$ cat src/rtl/inv_kin_sampler.sv
// inv_kin_sampler
//   Handshake wrapper around the combinational/iterative inv_kin block.
//   A request (x, y) is accepted over valid/ready, registered onto kin_x/kin_y,
//   held for SETTLE_CYCLES clock edges, and then {x, y, theta1, theta2} is
//   captured into a small output FIFO that a valid/ready consumer drains.
//   Data is passed through untouched (Q17.15 by default).
//
// Optional feature macro: INV_KIN_SAMPLER_STABLE_CHECK_EN
//   When defined, each captured entry carries an "unstable" bit that is set
//   when theta changed between the edge before capture and the capture edge,
//   and err_unstable latches any such capture until rst.
//   When undefined, out_unstable and err_unstable are tied to 0.
//
// Ports:
//   clock, rst                 rising-edge clock, async active-high reset
//   in_valid/in_ready          request handshake, in_x/in_y request operands
//   kin_x/kin_y                registered operands driven into inv_kin
//   kin_theta1/kin_theta2      results coming back from inv_kin
//   out_valid/out_ready        FIFO head handshake
//   out_x/out_y/out_theta1/out_theta2/out_unstable   FIFO head fields
//   err_unstable               sticky unstable-capture flag
//   busy                       high while operands are settling

module inv_kin_sampler #(
    parameter int BIT_WIDTH     = 32,
    parameter int FRACTIONS     = 15,
    parameter int SETTLE_CYCLES = 500,
    parameter int FIFO_DEPTH    = 4
) (
    input  logic                 clock,
    input  logic                 rst,
    input  logic                 in_valid,
    output logic                 in_ready,
    input  logic [BIT_WIDTH-1:0] in_x,
    input  logic [BIT_WIDTH-1:0] in_y,
    output logic [BIT_WIDTH-1:0] kin_x,
    output logic [BIT_WIDTH-1:0] kin_y,
    input  logic [BIT_WIDTH-1:0] kin_theta1,
    input  logic [BIT_WIDTH-1:0] kin_theta2,
    output logic                 out_valid,
    input  logic                 out_ready,
    output logic [BIT_WIDTH-1:0] out_x,
    output logic [BIT_WIDTH-1:0] out_y,
    output logic [BIT_WIDTH-1:0] out_theta1,
    output logic [BIT_WIDTH-1:0] out_theta2,
    output logic                 out_unstable,
    output logic                 err_unstable,
    output logic                 busy
);

    localparam int PW = (FIFO_DEPTH > 1) ? $clog2(FIFO_DEPTH) : 1;
    localparam int CW = PW + 1;

    // Elaboration-time parameter sanity checks.
    if (FRACTIONS < 0 || FRACTIONS >= BIT_WIDTH) begin : g_bad_fractions
        $error("inv_kin_sampler: FRACTIONS must be in 0..BIT_WIDTH-1");
    end
    if (SETTLE_CYCLES < 1 || SETTLE_CYCLES > 65535) begin : g_bad_settle
        $error("inv_kin_sampler: SETTLE_CYCLES must be in 1..65535");
    end
    if (FIFO_DEPTH < 2 || (FIFO_DEPTH & (FIFO_DEPTH - 1)) != 0) begin : g_bad_depth
        $error("inv_kin_sampler: FIFO_DEPTH must be a power of two >= 2");
    end

    typedef enum logic {IDLE, SETTLE} state_t;

    state_t          state, state_nxt;
    logic [15:0]     counter;
    logic            live;
    logic            accept, push, pop;
    logic [PW-1:0]   wr_ptr, rd_ptr;
    logic [CW-1:0]   count;

    logic [BIT_WIDTH-1:0] mem_x  [FIFO_DEPTH];
    logic [BIT_WIDTH-1:0] mem_y  [FIFO_DEPTH];
    logic [BIT_WIDTH-1:0] mem_t1 [FIFO_DEPTH];
    logic [BIT_WIDTH-1:0] mem_t2 [FIFO_DEPTH];

    // State register.
    always_ff @(posedge clock or posedge rst) begin
        if (rst) state <= IDLE;
        else     state <= state_nxt;
    end

    // Next-state and handshake decode. in_ready is held low until the first
    // edge after reset so nothing is accepted while reset is asserted.
    always_comb begin
        state_nxt = state;
        in_ready  = 1'b0;
        busy      = 1'b0;
        accept    = 1'b0;
        push      = 1'b0;
        case (state)
            IDLE: begin
                in_ready = live && (count < CW'(FIFO_DEPTH));
                accept   = in_valid && in_ready;
                if (accept) state_nxt = SETTLE;
            end
            SETTLE: begin
                busy = 1'b1;
                if (counter == 16'd0) begin
                    push      = 1'b1;
                    state_nxt = IDLE;
                end
            end
            default: state_nxt = IDLE;
        endcase
    end

    assign pop = (count != '0) && out_ready;

    // Operand registers and settle counter; operands only move on accept.
    always_ff @(posedge clock or posedge rst) begin
        if (rst) begin
            live    <= 1'b0;
            counter <= 16'd0;
            kin_x   <= '0;
            kin_y   <= '0;
        end else begin
            live <= 1'b1;
            if (accept) begin
                kin_x   <= in_x;
                kin_y   <= in_y;
                counter <= 16'(SETTLE_CYCLES - 1);
            end else if (state == SETTLE && counter != 16'd0) begin
                counter <= counter - 16'd1;
            end
        end
    end

    // Output FIFO: power-of-two depth so pointers wrap on their own; push
    // cannot overflow because acceptance already reserved the slot.
    always_ff @(posedge clock or posedge rst) begin
        if (rst) begin
            wr_ptr <= '0;
            rd_ptr <= '0;
            count  <= '0;
            for (int i = 0; i < FIFO_DEPTH; i++) begin
                mem_x[i]  <= '0;
                mem_y[i]  <= '0;
                mem_t1[i] <= '0;
                mem_t2[i] <= '0;
            end
        end else begin
            if (push) begin
                mem_x[wr_ptr]  <= kin_x;
                mem_y[wr_ptr]  <= kin_y;
                mem_t1[wr_ptr] <= kin_theta1;
                mem_t2[wr_ptr] <= kin_theta2;
                wr_ptr         <= wr_ptr + 1'b1;
            end
            if (pop) rd_ptr <= rd_ptr + 1'b1;
            case ({push, pop})
                2'b10:   count <= count + 1'b1;
                2'b01:   count <= count - 1'b1;
                default: count <= count;
            endcase
        end
    end

    assign out_valid  = (count != '0);
    assign out_x      = mem_x[rd_ptr];
    assign out_y      = mem_y[rd_ptr];
    assign out_theta1 = mem_t1[rd_ptr];
    assign out_theta2 = mem_t2[rd_ptr];

`ifdef INV_KIN_SAMPLER_STABLE_CHECK_EN
    logic [2*BIT_WIDTH-1:0] prev_theta;
    logic                   unstable_now;
    logic                   mem_u [FIFO_DEPTH];
    logic                   err_q;

    // With a single settle cycle the previous sample belongs to the old
    // operands, so the comparison would be meaningless; it is forced off.
    assign unstable_now = (SETTLE_CYCLES > 1) &&
                          ({kin_theta1, kin_theta2} != prev_theta);

    // Theta history, per-entry unstable bits and the sticky error flag.
    always_ff @(posedge clock or posedge rst) begin
        if (rst) begin
            prev_theta <= '0;
            err_q      <= 1'b0;
            for (int i = 0; i < FIFO_DEPTH; i++) mem_u[i] <= 1'b0;
        end else begin
            prev_theta <= {kin_theta1, kin_theta2};
            if (push) begin
                mem_u[wr_ptr] <= unstable_now;
                if (unstable_now) err_q <= 1'b1;
            end
        end
    end

    assign out_unstable = mem_u[rd_ptr];
    assign err_unstable = err_q;
`else
    assign out_unstable = 1'b0;
    assign err_unstable = 1'b0;
`endif

endmodule

$ cat config.mk
export PLATFORM = sky130hd
export DESIGN_NAME = inv_kin_sampler
export DESIGN_NICKNAME = d
export VERILOG_FILES = /design/src/rtl/inv_kin_sampler.sv
export SDC_FILE = /design/constraint.sdc
export NUM_CORES = 1
export LEC_CHECK = 0
export CAP_MARGIN = 10
export CORE_ASPECT_RATIO = 0.9
export CORE_MARGIN = 8
export CORE_UTILIZATION = 30
export DETAILED_ROUTE_END_ITERATION = 16
export PLACE_DENSITY_LB_ADDON = 0.05
export SLEW_MARGIN = 25
export SYNTH_ARGS = -nofsm -noshare
export SYNTH_HDL_FRONTEND = slang
export SYNTH_SLANG_ARGS = --single-unit
$ cat constraint.sdc
create_clock -name clock -period 21.2 [get_ports clock]
set_clock_uncertainty 0.1 [all_clocks]
set_input_delay 4.24 -clock clock [delete_from_list [all_inputs] [get_ports clock]]
set_output_delay 4.24 -clock clock [all_outputs]
set_load 0.02 [all_outputs]
==> results of run 1 <==
-- synthesized netlist by cell type (2+ instances only) --
cell type and number:
nor4_1 3, mux2_4 478, mux2_2 32, clkbuf_1 23
nor2_1 9, inv_1 10, a21oi_1 7, buf_4 4
nor4b_2 2, mux2_1 2, o211ai_1 2, or4_1 8
nand2_2 4, conb_1 2, nor3_1 3, o31ai_1 4
dfrtp_1 601, mux2i_1 2, ha_1 7, buf_6 56
nand2_1 206, mux4_2 128, xnor2_1 4, nand4_1 2
nand3_1 4, o21ai_0 5, buf_1 11, and2_1 2
buf_2 11, or3_1 5, xor2_1 2, or2_2 3
-- state kept, by name (all words and copies together) (netlist names) --
signal,count
mem_t1,128
mem_t2,128
mem_x,128
mem_y,128
kin_x,32
kin_y,32
counter,16
count,3
rd_ptr,2
wr_ptr,2
live,1
state,1
-- power by group through the flow --
stage | clock network, W | logic, W | registers [W]
finish | 0.00126 | 0.000670 | 0.00123
global route | 0.00136 | 0.000715 | 0.00124
CTS | 0.00132 | 0.000692 | 0.00123
detailed placement | 0 | 0.000690 | 0.00125
global placement | 0 | 0.000662 | 0.00127
floorplan | 0 | 0.000439 | 0.00121
-- how the worst min path moves through the flow --
stage                      end  slack, ps  depth (start not counted)
floorplan            mem_y[32]        360                          1
global placement     mem_y[42]        380                          1
detailed placement   mem_y[42]        380                          1
CTS                  mem_y[42]        400                          1
global route        mem_t1[39]        410                          1
finish               mem_y[42]        390                          1
-- layout make-up --
cell class              instances  share of cell area, %
clock inverters                20                  0.549
well taps                    1242                   4.49
repair buffers                351                   10.2
multi-input cells             942                   34.7
clock buffers                 112                   6.47
diodes                          4                 0.0289
inverters                      10                  0.130
flip-flops and latches        601                   43.5
-- through the flow --
| step | setup slack [ps] | utilization, % |
|---|---|---|
| 2_1_floorplan | 36.8 | - |
| 3_3_place_gp | 12890 | 34.7 |
| 3_5_place_dp | 12830 | 34.8 |
| 4_1_cts | 12320 | 37.4 |
| 5_1_grt | 12180 | 37.4 |
| 6_report | 12560 | 37.5 |
-- kinds of logic after synthesis --
family	Yosys count
xor gates and xnor gates	6
DFF	601
other	2
and+or+nand+nor	257
buffers and inverters	115
AOI/OAI and AO/OA	26
adders and majority gates	8
muxes	642
-- worst register-to-register path, cell delays in order, from the launching register on --
cell	delay, ps
dfrtp_1	380
inv_1	90
ha_1	220
nor4b_2	180
and4_1	480
nand2_8	660
buf_4	770
buf_4	640
buf_12	330
mux2_4	350
-- per-layer routing --
metal | track usage, % | vias up
met1 | 20.2 | 7988
met5 | 0 | -
li1 | - | 6634
met4 | 4.34 | 0
met3 | 3.10 | 107
met2 | 22.4 | 273
==> impl_metrics.py, run 1 <==
metrics = {
    "routing": {
        "dr_total_vias": 15002,
        "viasPerCell": 4.57,
        "drt-initial-drc-count": 632,
        "drtPass1Iterations": 4,
        "routedWlPerCell_microns": 22.5,
        "wl_met1_mm": 34.4,
        "drc_errors": 0,
        "wl_met3_mm": 3.51,
        "wl_mm": 74.0,
        "wl_met2_mm": 34.2,
        "highest_layer": "met4",
        "postRouteAntennaNets": 0,
    },
    "timing": {
        "hold_violations": 0,
        "rsz0062_at_grt": "no",
        "setup_viol": 0,
        "whs_ps": 392,
        "slew_viol_final": 0,
        "fin_setup_tns_ps": 0,
        "fin_crit_ps": 8640,
        "period_share_pct": 40.8,
        "worst_pin_slew_ps": 1040,
        "fmax_mhz": 116,
        "maxSlewHeadroom_pct": 30.6,
    },
    "placement": {
        "routabilityCongestion": 0.701,
        "port_buffers": 326,
        "place_area_sq_um": 32100,
        "placed_cells": 3144,
        "place_hpwl_mm": 44.4,
    },
    "worst_setup_path": {
        "slowest_delay_ps": 970,
        "cp_slowest_cell": "dfrtp_4",
        "cp_common_cell": "buf_4",
        "cp-startpoint": "rd_ptr[0]",
        "critical_path_class": "flip-flop to primary output",
        "critPathArrivalTime_ps": 4300,
        "crit_path_cell_trace": "buf_4, buf_4, mux4_2, clkdlybuf4s50_1",
        "rrSetupSlack_ps": 16870,
        "setup.worst_path.start_class": "flip-flop",
        "r2r_cells": 9,
        "crit_required_ps": 16860,
        "worstPathMaxFanout": 37,
        "r2r_end": "mem_y[21]",
        "endpoint": "out_theta2[2]",
        "regToRegStartpoint": "counter[0]",
        "crit_path_end_kind": "primary output",
        "cp_num_buf_inv": 3,
        "critical_path.top_delay_family": "buffers and inverters",
        "worstSetupPathDepth": 4,
    },
    "global_route": {
        "grt_pass1_wl_mm": 115,
        "grt_usage_pct": 14.5,
        "antenna_found_initial": 4,
        "grt_overflow_total": 0,
        "grt_pass1_vias": 17154,
        "grt_max_degree": 155,
    },
    "logic_synthesis": {
        "synthMuxAreaShare_pct": 37.6,
        "synth_ff_type": "dfrtp_1",
        "yosysWarningCount": 0,
        "avgSynthCellArea_sq_um": 16.8,
        "yosysUniqueCellTypes": 47,
        "synth_area_leaders": "dfrtp_1 (54%), mux2_4 (26%), mux4_2 (10%)",
        "synthSimpleGateAreaFrac_pct": 4.01,
        "synthAdderAreaFrac_pct": 0.386,
        "syn_inst": 1657,
        "synth_compound_area_share_pct": 0.696,
        "netlist.area_leader.share_pct": 54.0,
        "synth_edf_count": 0,
        "syn_area_sq_um": 27900,
        "ys_seq_area_share_pct": 54.0,
        "yosysTopAreaCell": "dfrtp_1",
        "ys_async_sr_fraction_pct": 100,
        "synth_xor_area_share_pct": 0.189,
        "synth_top_family_by_area": "multiplexers",
        "ys_seq_elements": 601,
    },
    "pwr": {
        "p_switching_w": 0.000880,
        "ir_worst_vdd_uv": 59.6,
        "p_per_area_nw_per_um2": 91.4,
        "p_clk_share_pct": 39.9,
        "totalPowerFinal_w": 0.00316,
        "p_leak_nw": 16.7,
        "internal_power_w": 0.00228,
        "p_seq_share_pct": 38.9,
        "pwr-share-comb_pct": 21.2,
        "switching_share_pct": 27.8,
    },
    "floorplan": {
        "core_area_sq_um": 92400,
        "die_y_microns": 305,
        "io_pins": 329,
        "start_util_pct": 30.1,
        "die_w_microns": 337,
        "core.rowCount": 106,
        "die-area_sq_um": 103000,
    },
    "final_layout": {
        "fin_cells": 3282,
        "final_cell_mix": "dfrtp_1 (599), mux2_4 (478), clkdlybuf4s50_1 (326), nand2_1 (205), mux4_2 (128)",
        "regArea_sq_um": 15000,
        "nFillCells": 8663,
        "drive_gt1_share_pct": 39.0,
        "final_common_cell": "dfrtp_1",
        "multi_input_area_sq_um": 12000,
        "design_area_sq_um": 34600,
        "area_growth_pct": 24.3,
        "final_nets": 2118,
    },
    "cts": {
        "cts_buffers": 72,
        "clk_path_buf_depth": 3,
        "tritoncts": "built",
        "cts_hold_buf": 0,
        "cts.sinks": 601,
        "root_buffer": "clkbuf_16",
        "cts_setup_buffers": 0,
        "post_cts_resized": 0,
        "htreeDepth": 3,
        "clk_latency_ps": 600,
        "clk_pin_slew_ps": 60,
    },
    "min_path": {
        "hp-start": "mem_y[42]",
        "hold_class": "flip-flop to flip-flop",
    },
    "run_status": {
        "status": "finished, final reports clean",
    },
    "flow_run": {
        "cap_violations": 0,
    },
}
(Power assumes the default switching activity.)
==> run 2, diff against run 1 <==
==> constraint.sdc (replaced) <==
create_clock -name clock -period 7.1 [get_ports clock]
set_clock_uncertainty 0.1 [all_clocks]
set_input_delay 1.42 -clock clock [delete_from_list [all_inputs] [get_ports clock]]
set_output_delay 1.42 -clock clock [all_outputs]
set_load 0.02 [all_outputs]
==> impl_metrics.py, run 2 (synthesis gave the netlist of run 1 again) <==
metrics = {
    "run_status": {
        "status": "finished, final reports clean",
    },
    "global_route": {
        "antenna_found_initial": 3,
        "grt_pass1_vias": 17335,
        "grt_overflow_total": 0,
        "grt_max_degree": 171,
        "grt_usage_pct": 14.8,
        "grt_pass1_wl_mm": 117,
    },
    "timing": {
        "maxSlewHeadroom_pct": 34.2,
        "worst_pin_slew_ps": 987,
        "setup_viol": 0,
        "fin_ws_ps": 2250,
        "slew_viol_final": 0,
        "fin_crit_ps": 4850,
        "period_share_pct": 68.3,
        "hold_violations": 0,
        "rsz0062_at_grt": "no",
        "fmax_mhz": 206,
    },
    "routing": {
        "wl_mm": 76.2,
        "routedWlPerCell_microns": 23.2,
        "dr_total_vias": 14987,
        "drc_errors": 0,
        "postRouteAntennaNets": 0,
        "drt-initial-drc-count": 684,
        "drtPass1Iterations": 5,
        "viasPerCell": 4.56,
    },
    "placement": {
        "post-place-ws_ps": 2780,
        "routabilityCongestion": 0.717,
        "port_buffers": 326,
        "place_area_sq_um": 32300,
        "place_hpwl_mm": 46.2,
    },
    "worst_setup_path": {
        "critPathArrivalTime_ps": 3330,
        "crit_path_end_kind": "primary output",
        "setup.worst_path.start_class": "flip-flop",
        "crit_path_cell_trace": "buf_12, mux4_2, clkdlybuf4s50_1",
        "cp_slowest_cell": "dfrtp_4",
        "critical_path.top_delay_family": "buffers and inverters",
        "worstPathMaxFanout": 49,
        "cp_num_buf_inv": 2,
        "crit_required_ps": 5580,
        "slowest_delay_ps": 950,
        "critical_path_class": "flip-flop to primary output",
    },
    "pwr": {
        "p_leak_nw": 16.8,
        "switching_share_pct": 27.4,
        "p_clk_share_pct": 41.1,
        "ir_worst_vdd_uv": 186,
        "internal_power_w": 0.00701,
        "p_seq_share_pct": 38.3,
        "p_per_area_nw_per_um2": 277,
        "pwr-share-comb_pct": 20.6,
        "p_switching_w": 0.00264,
    },
    "final_layout": {
        "design_area_sq_um": 34900,
        "final_nets": 2123,
        "final_cell_mix": "dfrtp_1 (599), mux2_4 (478), clkdlybuf4s50_1 (326), nand2_1 (205), mux4_2 (128)",
        "drive_gt1_share_pct": 39.0,
        "area_growth_pct": 25.1,
        "final_common_cell": "dfrtp_1",
    },
    "cts": {
        "cts_setup_buffers": 0,
        "tritoncts": "built",
        "clk_pin_slew_ps": 60,
        "cts.sinks": 601,
        "post_cts_resized": 0,
        "cts_hold_buf": 0,
        "htreeDepth": 3,
        "root_buffer": "clkbuf_16",
        "clk_path_buf_depth": 3,
        "clk_latency_ps": 620,
        "cts_buffers": 73,
    },
    "floorplan": {
        "die-area_sq_um": 103000,
        "die_y_microns": 305,
        "start_util_pct": 30.1,
        "core.rowCount": 106,
        "core_area_sq_um": 92400,
        "die_w_microns": 337,
        "io_pins": 329,
    },
    "min_path": {
        "hold_class": "flip-flop to flip-flop",
    },
    "flow_run": {
        "cap_violations": 0,
    },
}
-- run 2: cell types whose count changed in the layout (fill, tap and decap cells not counted) --
cell and delta:
clkbuf_1 +3, clkinv_2 -4, clkinv_8 +1, buf_12 +6
buf_6 -3, diode_2 -3, bufinv_16 +5, buf_16 +1
clkbuf_16 +1, inv_6 -2, inv_8 -1, clkbuf_8 -2
-- run 2: worst paths after layout --
kind	depth (start not counted)	startpoint	slack (ps)	end
hold reg to reg	1	count[0]	390	count[0]
hold / removal	1	count[0]	390	count[0]
max in group asynchronous	5	rst	4490	kin_x[3]
min in group asynchronous	2	rst	970	mem_t2[120]
setup reg to reg	5	state	3180	mem_y[116]
setup / recovery	3	rd_ptr[0]	2250	out_y[24]
-- run 2: power by group through the flow --
stage	Sequential (W)	Clock (W)	Combinational [W]
global route	0.00373	0.00426	0.00213
floorplan	0.00362	0	0.00131
global placement	0.00377	0	0.00203
detailed placement	0.00377	0	0.00205
CTS	0.00371	0.00413	0.00205
finish	0.00370	0.00397	0.00199
-- run 2: worst register-to-register path, stage by stage, from the launching register on --
cell and delay (ps):
dfrtp_1 670, nor4b_2 420, and4_1 830, nand2_8 690
buf_4 650, mux2_4 420
-- run 2: area by class of cell --
class | instances | area, sq um
multi-input cells | 942 | 12000
fillers | 8673 | 57600
inverters | 10 | 41.3
repair buffers | 355 | 3640
diodes | 1 | 2.50
clock buffers | 114 | 2250
well taps | 1242 | 1550
flip-flops and latches | 601 | 15000
clock inverters | 19 | 312
-- run 2: per-layer routing --
layer	vias up	GRT usage (%)	wire length [microns]
met4	4	3.75	1720
met3	111	3.88	4090
met1	7983	20.0	34500
met2	258	23.6	35900
li1	6631	-	-
met5	-	0	27
-- run 2: stage by stage --
stage	instances	setup TNS (ps)	power (W)	utilization [%]	hold slack, ps
after global routing	3283	0	0.0101	37.7	401
after detailed placement	3149	0	0.00582	34.9	382
after floorplan	1658	-1572950	0.00493	-	359
final	3284	0	0.00965	37.7	389
after global placement	3145	0	0.00579	34.8	377
after CTS	3282	0	0.00989	37.7	390
==> run 3, diff against run 2 <==
==> constraint.sdc (replaced) <==
create_clock -name clock -period 5.06 [get_ports clock]
set_clock_uncertainty 0.1 [all_clocks]
set_input_delay 1.012 -clock clock [delete_from_list [all_inputs] [get_ports clock]]
set_output_delay 1.012 -clock clock [all_outputs]
set_load 0.02 [all_outputs]
==> impl_metrics.py, run 3 (synthesis gave the netlist of run 1 again) <==
metrics = {
    "floorplan": {
        "die_y_microns": 305,
        "die-area_sq_um": 103000,
        "io_pins": 329,
        "core.rowCount": 106,
        "start_util_pct": 30.1,
        "core_area_sq_um": 92400,
        "die_w_microns": 337,
    },
    "cts": {
        "cts.sinks": 601,
        "post_cts_resized": 0,
        "cts_setup_buffers": 0,
        "cts_buffers": 72,
        "tritoncts": "built",
        "htreeDepth": 3,
        "root_buffer": "clkbuf_16",
        "clk_latency_ps": 600,
        "cts_hold_buf": 0,
        "clk_path_buf_depth": 3,
        "clk_pin_slew_ps": 50,
    },
    "routing": {
        "dr_total_vias": 15044,
        "viasPerCell": 4.58,
        "drc_errors": 0,
        "drt-initial-drc-count": 771,
        "postRouteAntennaNets": 0,
        "routedWlPerCell_microns": 22.9,
        "drtPass1Iterations": 4,
        "wl_mm": 75.1,
    },
    "timing": {
        "setup_viol": 0,
        "slew_viol_final": 0,
        "rsz0062_at_grt": "no",
        "hold_violations": 0,
        "maxSlewHeadroom_pct": 33.4,
        "period_share_pct": 80.6,
        "fmax_mhz": 245,
        "fin_crit_ps": 4080,
        "worst_pin_slew_ps": 1000,
    },
    "worst_setup_path": {
        "rrSetupSlack_ps": 1520,
        "crit_required_ps": 3950,
        "r2r_cells": 5,
        "setup.worst_path.start_class": "flip-flop",
        "worstPathMaxFanout": 26,
        "endpoint": "out_x[22]",
        "critPathArrivalTime_ps": 2970,
        "r2r_end": "mem_t1[76]",
        "regToRegStartpoint": "counter[11]",
        "crit_path_end_kind": "primary output",
        "cp-startpoint": "rd_ptr[0]",
        "critical_path_class": "flip-flop to primary output",
    },
    "final_layout": {
        "nFillCells": 8602,
        "final_cell_mix": "dfrtp_1 (599), mux2_4 (478), clkdlybuf4s50_1 (326), nand2_1 (205), mux4_2 (128)",
        "final_util_pct": 37.6,
        "area_growth_pct": 24.6,
        "multi_input_area_sq_um": 12000,
        "regArea_sq_um": 15000,
        "drive_gt1_share_pct": 39.1,
        "final_nets": 2127,
        "final_common_cell": "dfrtp_1",
    },
    "min_path": {
        "hp-start": "count[0]",
        "hold_class": "flip-flop to flip-flop",
    },
    "global_route": {
        "grt_pass1_wl_mm": 116,
        "grt_usage_pct": 14.6,
        "grt_overflow_total": 0,
        "antenna_found_initial": 4,
        "grt_max_degree": 137,
        "grt_pass1_vias": 17022,
    },
    "placement": {
        "routabilityCongestion": 0.687,
        "port_buffers": 326,
        "place_hpwl_mm": 46.5,
    },
    "pwr": {
        "p_leak_nw": 16.7,
        "p_per_area_nw_per_um2": 381,
        "ir_worst_vdd_uv": 255,
        "totalPowerFinal_w": 0.0132,
    },
    "flow_run": {
        "cap_violations": 0,
    },
    "run_status": {
        "status": "finished, final reports clean",
    },
}
## run 3: changes by cell type in the layout (fill, tap and decap cells not counted), sizes merged, moves of 2 or more
cell / change
clkinv: +5
buf: +5
bufinv: -6
inv: +2
clkbuf: -4
## run 3: worst max-delay path: stages (launching register included)
cell and delay, ps:
dfrtp_4 580, buf_4 550, mux4_2 650, clkdlybuf4s50_1 590
## run 3: how the worst min path moves through the flow
stage	endpoint	slack, ps	cells after the start
2_1_floorplan	mem_y[32]	360	1
3_3_place_gp	mem_y[32]	380	1
3_5_place_dp	mem_y[42]	380	1
4_1_cts	mem_y[42]	400	1
5_1_grt	mem_t2[49]	410	1
6_report	count[0]	390	1
## run 3: final cells by class
cell class	count	area share, %
Inverter	10	0.119
Tap cell	1242	4.47
Clock buffer	110	6.31
Clock inverter	19	0.447
Sequential cell	601	43.3
Multi-Input combinational cell	942	34.6
Timing Repair Buffer	360	10.7
Antenna cell	2	0.0144
## run 3: metrics by stage
| step | cells | cell area (sq um) | setup slack [ps] | setup TNS, ps | hold WS (ps) |
|---|---|---|---|---|---|
| global placement | 3154 | 32400 | 1490 | 0 | 375 |
| global route | 3284 | 34700 | 761 | 0 | 412 |
| finish | 3286 | 34700 | 980 | 0 | 387 |
| CTS | 3283 | 34700 | 836 | 0 | 395 |
| floorplan | 1658 | 27900 | -4250 | -2553780 | 359 |
| detailed placement | 3154 | 32400 | 1500 | 0 | 382 |
## run 3: power breakdown
group	switching (W)	internal (W)
clock network	0.00210	0.00308
registers	0.000193	0.00494
logic	0.00144	0.00147
total	0.00373	0.00949
## run 3: routing by layer
| layer | global-route usage [%] | up-vias | wire [microns] |
|---|---|---|---|
| met2 | 22.7 | 275 | 35000 |
| met1 | 20.3 | 8018 | 34400 |
| met4 | 4.16 | 4 | 1860 |
| met5 | 0 | - | 25 |
| li1 | - | 6646 | - |
| met3 | 3.37 | 101 | 3880 |
